[config.mk]
export PLATFORM = sky130hd
export DESIGN_NAME = filter_window_ctrl
export DESIGN_NICKNAME = d
export VERILOG_FILES = /design/src/rtl/filter_window_ctrl.sv
export SDC_FILE = /design/constraint.sdc
export NUM_CORES = 1
export LEC_CHECK = 0
export BUFFER_PORTS_ARGS = -buffer_cell sky130_fd_sc_hd__buf_4
export CAP_MARGIN = 20
export CORE_ASPECT_RATIO = 0.9
export CORE_MARGIN = 2
export CORE_UTILIZATION = 34
export DETAILED_ROUTE_END_ITERATION = 10
export PLACE_DENSITY = 0.67
export SYNTH_ARGS = -nofsm -noshare
export SYNTH_HDL_FRONTEND = slang
export SYNTH_SLANG_ARGS = --single-unit
[constraint.sdc]
create_clock -name clock -period 7.1 [get_ports clock]
set_clock_uncertainty 0.2 [all_clocks]
set_input_delay 1.42 -clock clock [delete_from_list [all_inputs] [get_ports clock]]
set_output_delay 1.42 -clock clock [all_outputs]
set_load 0.01 [all_outputs]
[src/rtl/filter_window_ctrl.sv]
`default_nettype none
// +--------------------------------------------------------------------------+
// | filter_window_ctrl                                                       |
// | Frame sequencer: fetches 1 or 9 source pixels per output pixel into a    |
// | 3x3 window, then writes the datapath result to the output frame buffer.  |
// | Revision: 1.0                                                            |
// +--------------------------------------------------------------------------+
module filter_window_ctrl #(
   parameter int WIDTH  = 160,
   parameter int HEIGHT = 120,
   parameter int ADDR_W = 15
) (
   input  logic              clock,
   input  logic              reset,
   input  logic              start,
   input  logic [4:0]        filter_sel,
   output logic              busy,
   output logic              done,
   output logic [4:0]        filter,
   output logic [ADDR_W-1:0] rd_addr,
   input  logic [23:0]       rd_data,
   output logic [23:0]       colour_i0,
   output logic [23:0]       colour_i1,
   output logic [23:0]       colour_i2,
   output logic [23:0]       colour_i3,
   output logic [23:0]       colour_i4,
   output logic [23:0]       colour_i5,
   output logic [23:0]       colour_i6,
   output logic [23:0]       colour_i7,
   output logic [23:0]       colour_i8,
   input  logic [23:0]       colour_out,
   output logic              wr_en,
   output logic [ADDR_W-1:0] wr_addr,
   output logic [23:0]       wr_data
);

   localparam int XW = (WIDTH  > 1) ? $clog2(WIDTH)  : 1;
   localparam int YW = (HEIGHT > 1) ? $clog2(HEIGHT) : 1;

   localparam logic [XW-1:0]     C_X_LAST = XW'(WIDTH - 1);
   localparam logic [YW-1:0]     C_Y_LAST = YW'(HEIGHT - 1);
   localparam logic [ADDR_W-1:0] C_ROW    = ADDR_W'(WIDTH);
   localparam logic [4:0]        C_NCODES = 5'd12;

   typedef enum logic [2:0] {
      S_IDLE  = 3'd0,
      S_FETCH = 3'd1,
      S_LAST  = 3'd2,
      S_WRITE = 3'd3,
      S_DONE  = 3'd4
   } state_t;

   state_t r_state;
   state_t w_next;

   logic [XW-1:0]     r_x;
   logic [YW-1:0]     r_y;
   logic [3:0]        r_k;
   logic [ADDR_W-1:0] r_row_base;
   logic              r_window;
   logic [4:0]        r_filter;
   logic [23:0]       r_slot [9];

   logic [3:0]        w_n_reads;
   logic              w_fetch_end;
   logic              w_last_pixel;
   logic [3:0]        w_k_sel;
   logic [XW-1:0]     w_x_lo;
   logic [XW-1:0]     w_x_hi;
   logic [XW-1:0]     w_col;
   logic [ADDR_W-1:0] w_base_up;
   logic [ADDR_W-1:0] w_base_dn;
   logic [ADDR_W-1:0] w_base;
   logic [ADDR_W-1:0] w_slot_addr;

   assign w_n_reads    = r_window ? 4'd9 : 4'd1;
   assign w_fetch_end  = (r_k == (w_n_reads - 4'd1));
   assign w_last_pixel = (r_x == C_X_LAST) && (r_y == C_Y_LAST);

   // In LAST the counter has already moved past the final slot; the address holds on it.
   assign w_k_sel = (r_state == S_LAST) ? (r_k - 4'd1) : r_k;

   // Edge replication: neighbours beyond the frame collapse onto the border pixel.
   assign w_x_lo    = (r_x == '0)       ? r_x        : (r_x - XW'(1));
   assign w_x_hi    = (r_x == C_X_LAST) ? r_x        : (r_x + XW'(1));
   assign w_base_up = (r_y == '0)       ? r_row_base : (r_row_base - C_ROW);
   assign w_base_dn = (r_y == C_Y_LAST) ? r_row_base : (r_row_base + C_ROW);

   always_comb begin
      w_col  = r_x;
      w_base = r_row_base;
      if (r_window) begin
         case (w_k_sel)
            4'd0, 4'd3, 4'd6: w_col = w_x_lo;
            4'd2, 4'd5, 4'd8: w_col = w_x_hi;
            default:          w_col = r_x;
         endcase
         case (w_k_sel)
            4'd0, 4'd1, 4'd2: w_base = w_base_up;
            4'd6, 4'd7, 4'd8: w_base = w_base_dn;
            default:          w_base = r_row_base;
         endcase
      end
   end

   assign w_slot_addr = w_base + ADDR_W'(w_col);

   always_comb begin
      w_next  = r_state;
      busy    = 1'b1;
      done    = 1'b0;
      wr_en   = 1'b0;
      rd_addr = '0;
      wr_addr = '0;
      wr_data = '0;
      case (r_state)
         S_IDLE: begin
            busy = 1'b0;
            if (start) w_next = S_FETCH;
         end
         S_FETCH: begin
            rd_addr = w_slot_addr;
            if (w_fetch_end) w_next = S_LAST;
         end
         S_LAST: begin
            rd_addr = w_slot_addr;
            w_next  = S_WRITE;
         end
         S_WRITE: begin
            wr_en   = 1'b1;
            wr_addr = r_row_base + ADDR_W'(r_x);
            wr_data = colour_out;
            w_next  = w_last_pixel ? S_DONE : S_FETCH;
         end
         S_DONE: begin
            done   = 1'b1;
            w_next = S_IDLE;
         end
         default: begin
            busy   = 1'b0;
            w_next = S_IDLE;
         end
      endcase
   end

   always_ff @(posedge clock) begin
      if (reset) begin
         r_state    <= S_IDLE;
         r_x        <= '0;
         r_y        <= '0;
         r_k        <= '0;
         r_row_base <= '0;
         r_window   <= 1'b0;
         r_filter   <= '0;
         for (int i = 0; i < 9; i++) r_slot[i] <= '0;
      end else begin
         r_state <= w_next;
         case (r_state)
            S_IDLE: begin
               if (start) begin
                  r_x        <= '0;
                  r_y        <= '0;
                  r_k        <= '0;
                  r_row_base <= '0;
                  r_filter   <= (filter_sel < C_NCODES) ? filter_sel : 5'd0;
                  r_window   <= (filter_sel >= 5'd8) && (filter_sel < C_NCODES);
               end
            end
            S_FETCH: begin
               r_k <= r_k + 4'd1;
               // RAM data lags the address by one cycle, so it belongs to slot k-1.
               for (int i = 0; i < 8; i++) begin
                  if (r_window && (r_k == 4'(i + 1))) r_slot[i] <= rd_data;
               end
            end
            S_LAST: begin
               if (r_window) begin
                  r_slot[8] <= rd_data;
               end else begin
                  for (int i = 0; i < 9; i++) r_slot[i] <= rd_data;
               end
            end
            S_WRITE: begin
               r_k <= '0;
               if (!w_last_pixel) begin
                  if (r_x == C_X_LAST) begin
                     r_x        <= '0;
                     r_y        <= r_y + YW'(1);
                     r_row_base <= r_row_base + C_ROW;
                  end else begin
                     r_x <= r_x + XW'(1);
                  end
               end
            end
            default: ;
         endcase
      end
   end

   assign filter    = r_filter;
   assign colour_i0 = r_slot[0];
   assign colour_i1 = r_slot[1];
   assign colour_i2 = r_slot[2];
   assign colour_i3 = r_slot[3];
   assign colour_i4 = r_slot[4];
   assign colour_i5 = r_slot[5];
   assign colour_i6 = r_slot[6];
   assign colour_i7 = r_slot[7];
   assign colour_i8 = r_slot[8];

endmodule
`default_nettype wire

== Word-level counts from Yosys, hierarchy flattened ==
Memories as Yosys holds them, arrays and structs flattened.
Cells that the tools add are included.
Word-level totals
  register bits after elaboration: 43
  bits in writable memories: 216
  input port bits: 56
  output and inout bits: 278
  memories: 1
Operators by class
  add/sub/neg operators: 10
  magnitude comparators: 2
  equal/unequal tests: 26
  multiplexer cells: 95
  bitwise operators: 18
  reductions and logical operators: 27
Memories
  r_slot: words 9, width 24, read ports 9, clocked after Yosys merged registers in 0, wr ports 9, RTL line 62  | logic [23:0] r_slot [9];
Operators with widths (number)
  two-way mux 24 bit: 19
  two-way mux 15 bit: 8
  one-hot mux 15 bit (2 select lines): 2
  two-way mux 8 bit: 6
  two-way mux 1 bit: 45
  one-hot mux 8 bit (2 select lines): 2
  adder 15 x 8 -> 15 bit: 2
  == test 4 x 3 -> 1 bit, second input constant: 7
  two-way mux 7 bit: 3
  bitwise OR 1 bit: 18
  == test 4 x 2 -> 1 bit, second input constant: 4
  adder 15 x 8 -> 15 bit, second input constant: 1
  subtractor 15 x 8 -> 15 bit, second input constant: 1
  one-hot mux 7 bit (2 select lines): 1
  two-way mux 4 bit: 3
  one-hot mux 3 bit (4 select lines): 1
  one-hot mux 4 bit (3 select lines): 1
  OR reduction 3 bit: 4
  logical AND 1 bit: 10
  two-way mux 3 bit: 3
  adder 8 x 1 -> 8 bit, second input constant: 1
  == test 4 x 1 -> 1 bit, second input constant: 2
  == test 4 bit, second input constant: 2
  == test 8 bit, second input constant: 1
  other kinds (24): 31

== Depth between registers and ports, before layout ==
Gate-level depths: netlist of the first run.
  word-level depth: 8
  mapped depth: 22
  depth with buffers taken out: 20

== Least setup slack after synthesis of the first run ==
OpenSTA, ideal clock, no wires.
  path kind: register -> output
  start: register r_k[0]
  end: output port rd_addr[14]
  arrival: 3980 ps
  data required time: 5480 ps
  slack: 1500 ps
  cell stages (with the launch flop): 22
  path buffers: 3
  cell sequence: dfxtp_1 clkbuf_1 inv_1 ha_1 buf_4 xor2_1 nand3_1 o21ai_0 o21ai_0 a31oi_2 o21ai_0 clkbuf_1 o21ai_0 o21ai_0 ha_1 nor2b_1 nor2_1 inv_1 o2111ai_2 nor3_4 a21oi_1 nor3b_1
On the way
  longest elaborated chain between the ends: 8
  elaborated cells between the ends (all ways): 20
  those cells by class: 2 x add/sub; 7 x eq/ne; 6 x mux; 5 x reduce/logical
Ends and longest elaborated chain
  from (decl): RTL line 58  | logic [3:0] r_k;
  from (signal assigned): RTL line 170  | r_k <= r_k + 4'd1;
  subtractor 4 x 1 -> 4 bit: RTL line 81  | assign w_k_sel = (r_state == S_LAST) ? (r_k - 4'd1) : r_k;
  two-way mux 4 bit (*): RTL line 81
  == test 4 x 3 -> 1 bit (tied with other cells): RTL line 93, 98
  OR reduction 3 bit (on tied branches): RTL line 98, 93
  one-hot mux 15 bit (2 select lines) or one-hot mux 8 bit (2 select lines) (tied branches): RTL line 98, 93
  two-way mux 15 bit or two-way mux 8 bit (tied branches): RTL line 92  | if (r_window) begin
  adder 15 x 8 -> 15 bit (*): RTL line 106  | assign w_slot_addr = w_base + ADDR_W'(w_col);
  two-way mux 15 bit (*): RTL line 116  | case (r_state)
  to (decl): RTL line 20  | output logic [ADDR_W-1:0] rd_addr,
Every way passes the cells marked *; elsewhere a longest branch is shown, timed or not.

== Worst setup path in the final report of the first run ==
  start: register r_k[0]
  end: output port rd_addr[13]
The elaborated chain is that of the path after synthesis.

==> results of run 1 <==
[synthesized netlist by cell type, types with 15 or more instances]
master,number
a21oi_1,39
nor2_1,91
nor2b_1,31
xor2_1,15
edfxtp_1,216
inv_1,18
o21ai_0,39
nand2_1,39
dfxtp_1,38
nor3_1,21
clkbuf_1,33
ha_1,18
and2_1,28
[critical path: stages, from the launching register on]
cell and delay (ns):
dfxtp_1 0.55, inv_1 0.20, ha_2 0.41, nand2_1 0.10
nor3_1 0.30, o21ai_1 0.23, nand2_1 0.24, o21ai_1 0.17
a221o_1 0.36, a22o_1 0.19, ha_1 0.31, a21oi_1 0.10
nor2b_1 0.12, nor2_1 0.11, inv_1 0.09, o2111ai_2 0.15
nor3_4 0.36, a21boi_1 0.15, a211oi_2 0.22, buf_4 0.15
[layer usage]
layer	global-route usage [%]	up-vias	share of wire (%)	wire [um]
li1	-	3621	-	-
met1	23.1	3748	42	12600
met2	30.2	326	49	14800
met3	3.04	45	6.9	2080
met4	4.38	0	2.1	641
met5	0	-	0	0
[worst paths after layout]
kind | startpoint | end | slack [ns] | cells after the start
hold reg to reg | filter[4] | filter[4] | 0.23 | 2
setup reg to reg | r_x[0] | r_y[4] | 3.50 | 10
setup / recovery | r_k[0] | rd_addr[13] | 0.43 | 19
hold / removal | filter[4] | filter[4] | 0.23 | 2
[power by group]
group / leakage, nW / switching [mW] / total (mW) / internal [mW]
clock network: 0.444 / 0.594 / 1.40 / 0.803
logic: 2.77 / 0.233 / 0.400 / 0.167
registers: 2.55 / 0.0373 / 1.76 / 1.72
[registers in the layout (all words and copies together) (netlist names)]
signal / count
r_slot: 216
r_row_base: 10
r_x: 8
r_y: 7
filter: 5
r_k: 4
r_state: 3
r_window: 1
[metrics by stage]
step | hold WS, ns | setup WS, ns | power (mW) | area, um2
finish | 0.231 | 0.430 | 3.56 | 14400
global placement | 0.218 | 0.760 | 2.19 | 13500
detailed placement | 0.221 | 0.563 | 2.20 | 13500
CTS | 0.233 | 0.206 | 3.59 | 14400
global route | 0.268 | 0.0496 | 3.68 | 14400
floorplan | 0.253 | 1.50 | 1.96 | 10500
[timing repair]
| item | 4_1_cts | 5_1_grt |
|---|---|---|
| endpoints found under the setup margin | 1 | 5 |
| endpoints found under the hold margin | 0 | 0 |
| resized for setup | 1 | 5 |
| pin swaps | 0 | 0 |
| hold buffers | 0 | 0 |
[kinds of logic after synthesis]
logic type,count (synthesis),share of synthesized area [%]
AND/OR/NAND/NOR,290,14.7
flip-flops,254,68.7
AO/OA/AOI/OAI,151,9.75
buffers and inverters,57,2.21
XOR/XNOR,29,2.41
adder cells (fa/ha/maj),18,2.14
multiplexers,1,0.0949
[cell usage in the layout, fill, tap and decap left out, types with 9 or more instances in the layout]
master and count:
a21oi_1 39, clkbuf_16 28, a22oi_1 10, xnor2_1 14, nor2_1 91, nand3_1 14, o21ai_0 37, nor3_1 21
edfxtp_1 216, dfxtp_1 38, nand2_1 39, and2_1 28, nand2b_1 9, xor2_1 15, buf_4 344, ha_1 17
or3_1 13, inv_1 18, nor2b_1 31
[area by class of cell]
class | instances | area [um2] | area share, %
well taps | 409 | 512 | 3.55
inverters | 18 | 67.6 | 0.469
clock inverters | 21 | 189 | 1.31
diodes | 1 | 2.50 | 0.0174
clock buffers | 31 | 712 | 4.94
repair buffers | 344 | 2580 | 17.9
flip-flops and latches | 254 | 7250 | 50.3
multi-input cells | 489 | 3110 | 21.5
==> results.sh, run 1 <==
export IMPL_status="finished clean"
export IMPL_ioPinCount=334
export IMPL_cts_buffers=28
export IMPL_setup_viol=0
export IMPL_synthTopCellsByArea="edfxtp_1 (62%), dfxtp_1 (7.2%), nor2_1 (3.2%), ha_1 (2.1%), a21oi_1 (1.9%)"
export IMPL_synth_cell_types=73
export IMPL_start_kind="flip-flop"
export IMPL_crit_required_ns=5.48
export IMPL_cts_sinks=254
export IMPL_synth_fp_nets=874
export IMPL_finalNonFillerCells=1567
export IMPL_async_flop_share_pct=0
export IMPL_fin_crit_ns=6.67
export IMPL_post_cts_setup_buffers=0
export IMPL_synth_seq_area_share_pct=68.7
export IMPL_n_fill_cell=2765
export IMPL_fin_util_pct=47.0
export IMPL_fin_tns_setup_ns=0
export IMPL_fp_row_count=61
export IMPL_drive_above_1_share_pct=35.8
export IMPL_clk_path_buf_depth=3
export IMPL_clkLatencyLatePin_ns=0.55
export IMPL_die_area_mm2=0.0324
export IMPL_arrival_ns=5.05
export IMPL_synth_top_area_share_pct=61.5
export IMPL_antenna_found_initial=1
export IMPL_gp_congestion=0.904
export IMPL_grt_max_degree=36
export IMPL_yosysTopAreaCell="edfxtp_1"
export IMPL_power_density_mw_per_mm2=247
export IMPL_finalCritPeriodShare_pct=93.9
export IMPL_fin_nets=1209
export IMPL_finalHoldViolations=0
export IMPL_max_cap_violations=0
export IMPL_synth_area_mm2=0.0105
export IMPL_grt_overflow_total=0
export IMPL_fp_dieW_um=190
export IMPL_leakage_nw=5.76
export IMPL_ys_ff_latch=254
export IMPL_path_max_fanout=13
export IMPL_ys_warn_count=0
export IMPL_synthCells=800
export IMPL_ys_flop_type="edfxtp_1"
export IMPL_clockRootBuffer="clkbuf_16"
export IMPL_worstSetupEndpointType="output port"
export IMPL_via_count=7740
export IMPL_synthToLayoutAreaGrowth_pct=36.7
export IMPL_dr_pass1_iters=5
export IMPL_via_per_inst=4.94
export IMPL_drtIter0Drc=681
export IMPL_clk_pin_slew_ns=0.06
export IMPL_numPortBuffers=333
export IMPL_initial_core_util_pct=34.4
export IMPL_dp_cells=1514
export IMPL_worstHoldPathType="reg2reg"
export IMPL_rsz0062_at_grt="no"
export IMPL_cts_tree="done"
export IMPL_ir_drop_mv=0.180
export IMPL_grt_pass1_wl_um=43700
export IMPL_timing_fmax_mhz=150
export IMPL_die_h_um=171
export IMPL_worst_pin_slew_ns=1.05
export IMPL_hpwl_um=21300
export IMPL_core_mm2=0.0307
export IMPL_drv_slew=0
export IMPL_synth_edf_count=216
export IMPL_drt_wl_total_um=30100
export IMPL_h_tree_depth=1
export IMPL_relSlewSlack_pct=29.4
export IMPL_grt_usage_pct=17.6
export IMPL_routedWlPerCell_um=19.2
export IMPL_syn_avg_cell_area_um2=13.2
export IMPL_drc_errors=0
export IMPL_grt_pass1_vias=7045
export IMPL_criticalPathCategory="reg2out"
export IMPL_ant_nets=0
No activity file was read; power rests on OpenSTA's default activity.
==> inputs of run 2 (changes only) <==
--- a/config.mk
+++ b/config.mk
@@ -12,6 +12,8 @@
 export CORE_UTILIZATION = 34
 export DETAILED_ROUTE_END_ITERATION = 10
 export PLACE_DENSITY = 0.67
+export RECOVER_POWER = 100
+export REMOVE_ABC_BUFFERS = 1
 export SYNTH_ARGS = -nofsm -noshare
 export SYNTH_HDL_FRONTEND = slang
 export SYNTH_SLANG_ARGS = --single-unit
==> run 2 against run 1 <==
Against the previous run: the run now ends with capacitance limit, slew limit left; core utilization down 3.1 points; critical path depth unchanged; via count down 0.74%; maximum frequency rose by 2.8%; cell count is 0.19% lower; total power grew 1.3%; cell area shrank 6.5%; first-iteration DRC count rose by 6.5%; routed wire length grew 0.73%; critical path type unchanged; highest routed layer unchanged.
==> results.sh, run 2 (synthesis results as in run 1) <==
export IMPL_fin_util_pct=43.9
export IMPL_drt_wl_total_um=30400
export IMPL_largest_register_ffs=216
export IMPL_fin_nets=1209
export IMPL_rsz0062_at_grt="no"
export IMPL_violations="capacitance limit, slew limit"
export IMPL_place_ws_ns=1.03
export IMPL_clkLatencyLatePin_ns=0.54
export IMPL_grt_pass1_vias=7152
export IMPL_fin_crit_ns=6.49
export IMPL_path_max_fanout=13
export IMPL_synthToLayoutAreaGrowth_pct=27.8
export IMPL_hpwl_um=21000
export IMPL_final_cell_area_mm2=0.0135
export IMPL_fp_row_count=61
export IMPL_criticalPathCategory="reg2out"
export IMPL_antenna_found_initial=0
export IMPL_drc_errors=0
export IMPL_die_h_um=171
export IMPL_status="complete, but fails checks"
export IMPL_dpl_cell_area_mm2=0.0135
export IMPL_finalNonFillerCells=1564
export IMPL_worst_pin_slew_ns=1.95
export IMPL_ant_nets=0
export IMPL_crit_family="compound AO/OA/AOI/OAI gates"
export IMPL_arrival_ns=4.87
export IMPL_grt_max_degree=36
export IMPL_cp_common_cell="nor2_1"
export IMPL_hold_slack_ns=0.233
export IMPL_cts_tree="done"
export IMPL_post_cts_setup_buffers=0
export IMPL_worstHoldPathType="reg2reg"
export IMPL_power_density_mw_per_mm2=267
export IMPL_start_kind="flip-flop"
export IMPL_r2r_slack_ns=2.49
export IMPL_clockRootBuffer="clkbuf_16"
export IMPL_initial_core_util_pct=34.4
export IMPL_finalCritPeriodShare_pct=91.4
export IMPL_grt_overflow_total=0
export IMPL_grt_usage_pct=17.6
export IMPL_clk_path_buf_depth=3
export IMPL_via_count=7683
export IMPL_setup_viol=0
export IMPL_fp_dieW_um=190
export IMPL_final_cell_mix="clkbuf_1 (265), edfxtp_1 (216), nor2_1 (91)"
export IMPL_routedWlPerCell_um=19.4
export IMPL_die_area_mm2=0.0324
export IMPL_finalHoldViolations=0
export IMPL_numPortBuffers=333
export IMPL_h_tree_depth=1
export IMPL_reg_top3="r_slot x216, r_row_base x10, r_x x8"
export IMPL_grt_pass1_wl_um=43900
export IMPL_ioPinCount=334
export IMPL_drv_slew=169
export IMPL_cts_buffers=27
export IMPL_relSlewSlack_pct=-29.7
export IMPL_diodes=0
export IMPL_max_cap_violations=7
export IMPL_dp_cells=1515
export IMPL_worstSetupEndpointType="output port"
export IMPL_dr_pass1_iters=5
export IMPL_leakage_nw=4.74
export IMPL_fin_tns_setup_ns=0
export IMPL_cts_sinks=254
export IMPL_postCtsResizedCells=0
export IMPL_core_mm2=0.0307
export IMPL_cpMaxStageDelayCell="dfxtp_1"
export IMPL_ir_drop_mv=0.160
export IMPL_via_per_inst=4.91
export IMPL_gp_congestion=0.930
export IMPL_hold_buffers=0
export IMPL_final_common_cell="clkbuf_1"
export IMPL_timing_fmax_mhz=154
export IMPL_drtIter0Drc=725
export IMPL_clk_pin_slew_ns=0.06
export IMPL_fin_ws_ns=0.613
export IMPL_path_buf_inv=3
export IMPL_crit_chain="inv_1 > ha_2 > nand4bb_1 > nor2_1 > a211oi_1 > nor2_1 > o21ai_1 > a221o_1 > a22o_1 > ha_1 > a21oi_1 > nor2b_1 > nor2_1 > inv_1 > o2111ai_2 > nor2_1 > xor2_1 > nor2_1 > clkbuf_1"
export IMPL_crit_required_ns=5.48
export IMPL_top_register="r_slot"
export IMPL_max_stage_delay_ns=0.55
export IMPL_drive_above_1_share_pct=13.1
export IMPL_finalPower_mw=3.60
-- run 2: path summary, 6_finish.rpt --
check	from	to	cells past startpoint
min reg2reg	filter[4]	filter[4]	2
max	r_k[0]	rd_addr[11]	19
max reg2reg	r_state[0]	r_slot[0][171]	4
min	filter[4]	filter[4]	2
-- run 2: final cells by class --
cell class	count	area [um2]
inverter	18	67.6
clock buffer	29	683
sequential	254	7250
fill	3026	17200
timing repair buffer	345	1600
multi-input combinational	489	3080
clock inverter	20	290
tap	409	512
-- run 2: worst register-to-register path: stages, from the launching register on --
cell      delay [ns]
dfxtp_1         0.58
or3b_2          0.57
or3_1           0.39
o21ai_0         1.35
clkbuf_1        1.09
-- run 2: where the power goes --
group          switching (mW)  internal [mW]  leakage, nW
Clock                   0.592          0.926        0.469
Combinational           0.232         0.0902         1.72
Sequential             0.0367           1.73         2.55
-- run 2: routing by layer --
| metal | share of wire [%] | vias to the layer above | global-route usage, % | wire [um] |
|---|---|---|---|---|
| li1 | - | 3631 | - | - |
| met1 | 43 | 3622 | 23.4 | 13000 |
| met2 | 47 | 379 | 30.0 | 14300 |
| met3 | 7.6 | 51 | 3.04 | 2300 |
| met4 | 2.5 | 0 | 4.75 | 763 |
| met5 | 0 | - | 0 | 0 |
==> inputs of run 3 (changes only) <==
--- a/config.mk
+++ b/config.mk
@@ -9,9 +9,9 @@
 export CAP_MARGIN = 20
 export CORE_ASPECT_RATIO = 0.9
 export CORE_MARGIN = 2
-export CORE_UTILIZATION = 34
+export CORE_UTILIZATION = 51
 export DETAILED_ROUTE_END_ITERATION = 10
-export PLACE_DENSITY = 0.67
+export PLACE_DENSITY = 0.9
 export RECOVER_POWER = 100
 export REMOVE_ABC_BUFFERS = 1
 export SYNTH_ARGS = -nofsm -noshare
==> run 3 against run 2 <==
Against the previous run: the flow still finishes with violations (capacitance limit, slew limit); sequential cell count unchanged; sequential power about the same; die area fell by 33%; global-route usage up 9.9 points; total power down 2.2%; clock power down 6%; register-to-register slack barely moved; critical path depth is 1 lower; cell area shrank 2.0%; setup slack got worse by 0.078 ns; maximum frequency shrank 1.2%; highest routed layer unchanged; largest cell class unchanged.
==> results.sh, run 3 (synthesis results as in run 1) <==
export IMPL_status="complete, but fails checks"
export IMPL_violations="capacitance limit, slew limit"
export IMPL_worst_pin_slew_ns=1.85
export IMPL_via_count=8035
export IMPL_clockRootBuffer="clkbuf_16"
export IMPL_grt_pass1_vias=7509
export IMPL_drive_above_1_share_pct=12.7
export IMPL_max_stage_delay_ns=0.57
export IMPL_diodes=0
export IMPL_worstHoldPathType="reg2reg"
export IMPL_via_per_inst=5.70
export IMPL_timing_fmax_mhz=152
export IMPL_start_kind="flip-flop"
export IMPL_grt_pass1_wl_um=46000
export IMPL_finalPower_mw=3.52
export IMPL_switchingPower_mw=0.860
export IMPL_cpMaxStageDelayCell="dfxtp_1"
export IMPL_dr_pass1_iters=5
export IMPL_grt_overflow_total=0
export IMPL_drc_errors=0
export IMPL_ir_drop_mv=0.168
export IMPL_hold_buffers=0
export IMPL_final_cell_mix="clkbuf_1 (266), edfxtp_1 (216), nor2_1 (91)"
export IMPL_max_cap_violations=7
export IMPL_top_register="r_slot"
export IMPL_largest_register_ffs=216
export IMPL_numPortBuffers=333
export IMPL_criticalPathCategory="reg2out"
export IMPL_fin_nets=1209
export IMPL_clkLatencyLatePin_ns=0.54
export IMPL_p_sw_share_pct=24.4
export IMPL_n_fill_cell=1719
export IMPL_path_max_fanout=13
export IMPL_reg_top3="r_slot x216, r_row_base x10, r_x x8"
export IMPL_fin_crit_ns=6.56
export IMPL_path_buf_inv=3
export IMPL_drt_wl_total_um=31300
export IMPL_die_h_um=140
export IMPL_cts_sinks=254
export IMPL_relSlewSlack_pct=-23.6
export IMPL_h_tree_depth=1
export IMPL_finalCritPeriodShare_pct=92.5
export IMPL_finalHoldViolations=0
export IMPL_hpwl_um=21600
export IMPL_die_area_mm2=0.0218
export IMPL_grt_max_degree=36
export IMPL_p_comb_share_pct=9.3
export IMPL_leakage_nw=4.71
export IMPL_crit_required_ns=5.48
export IMPL_clkPwrFrac_pct=40.5
export IMPL_fp_row_count=49
export IMPL_final_common_cell="clkbuf_1"
export IMPL_power_internal_mw=2.67
export IMPL_power_density_mw_per_mm2=267
export IMPL_antenna_found_initial=0
export IMPL_drv_slew=183
export IMPL_fin_tns_setup_ns=0
export IMPL_rsz0062_at_grt="no"
export IMPL_arrival_ns=4.94
export IMPL_initial_core_util_pct=52.4
export IMPL_ant_nets=0
export IMPL_fp_dieW_um=156
export IMPL_post_cts_setup_buffers=0
export IMPL_worstSetupEndpointType="output port"
export IMPL_routedWlPerCell_um=22.2
export IMPL_core_mm2=0.0201
export IMPL_ioPinCount=334
export IMPL_synthToLayoutAreaGrowth_pct=25.2
export IMPL_setup_viol=0
export IMPL_crit_chain="inv_1 > ha_2 > nor3_1 > or2_2 > nor2_1 > o21ai_1 > a221o_1 > a22o_1 > ha_1 > a21oi_1 > nor2b_1 > nor2_1 > inv_1 > o2111ai_2 > nor3_4 > a21boi_1 > a211oi_2 > buf_4"
export IMPL_grt_usage_pct=27.5
export IMPL_clk_path_buf_depth=3
export IMPL_clk_pin_slew_ns=0.07
export IMPL_cts_tree="done"
export IMPL_gp_congestion=0.969
export IMPL_postCtsResizedCells=0
export IMPL_cts_buffers=26
export IMPL_drtIter0Drc=669
export IMPL_crit_family="simple AND/OR/NAND/NOR gates"
export IMPL_pwr_share_seq_pct=50.2
export IMPL_r2r_slack_ns=2.50
## run 3: cell count changes in the layout (fill, tap and decap cells not counted), sizes merged
cell,change
clkbuf,+3
clkinv,+2
bufinv,-2
inv,-2
buf,-1
## run 3: layout make-up
class / count / area, um2 / share of cell area, %
clock buffer: 30 / 686 / 5.19
timing repair buffer: 346 / 1610 / 12.2
inverter: 18 / 67.6 / 0.512
clock inverter: 18 / 228 / 1.72
sequential: 254 / 7250 / 54.9
tap: 255 / 319 / 2.42
multi-input combinational: 489 / 3050 / 23.1
## run 3: worst paths after layout
check                 start     endpoint  cells past startpoint
setup reg to reg     r_x[1]       r_y[4]                     10
hold reg to reg   filter[4]    filter[4]                      2
setup / recovery     r_k[0]  rd_addr[13]                     18
hold / removal    filter[4]    filter[4]                      2
## run 3: per-stage QoR
step	cell area [um2]	std cells	hold WS (ns)	setup slack, ns	util [%]
2_1_floorplan	10400	761	0.253	1.46	-
3_3_place_gp	13300	1361	0.219	1.13	66.1
3_5_place_dp	13300	1361	0.219	0.955	66.1
4_1_cts	14200	1409	0.228	0.361	70.7
5_1_grt	13200	1410	0.250	0.0190	65.7
6_report	13200	1410	0.225	0.535	65.7
## run 3: routing by layer
layer | vias to the layer above | global-route usage [%] | wire length [um]
li1 | 3616 | - | -
met1 | 3880 | 34.8 | 11700
met2 | 461 | 47.2 | 15600
met3 | 78 | 4.73 | 2670
met4 | 0 | 11.2 | 1350
met5 | - | 0 | 0
## run 3: power by group through the flow
| stage | Sequential (mW) | Clock, mW | Combinational, mW |
|---|---|---|---|
| 2_1_floorplan | 1.84 | 0 | 0.110 |
| 3_3_place_gp | 1.79 | 0 | 0.389 |
| 3_5_place_dp | 1.80 | 0 | 0.397 |
| 4_1_cts | 1.77 | 1.44 | 0.401 |
| 5_1_grt | 1.78 | 1.50 | 0.348 |
| 6_report | 1.77 | 1.43 | 0.328 |
## run 3: worst reg2reg max path, delay by kind of cell, from the launching register on
family / cells / cell delay [ns]
AND/OR/NAND/NOR: 6 / 2.47
AO/OA/AOI/OAI: 2 / 0.87
flip-flops: 1 / 0.45
adder cells (fa/ha/maj): 1 / 0.31
XOR/XNOR: 1 / 0.16
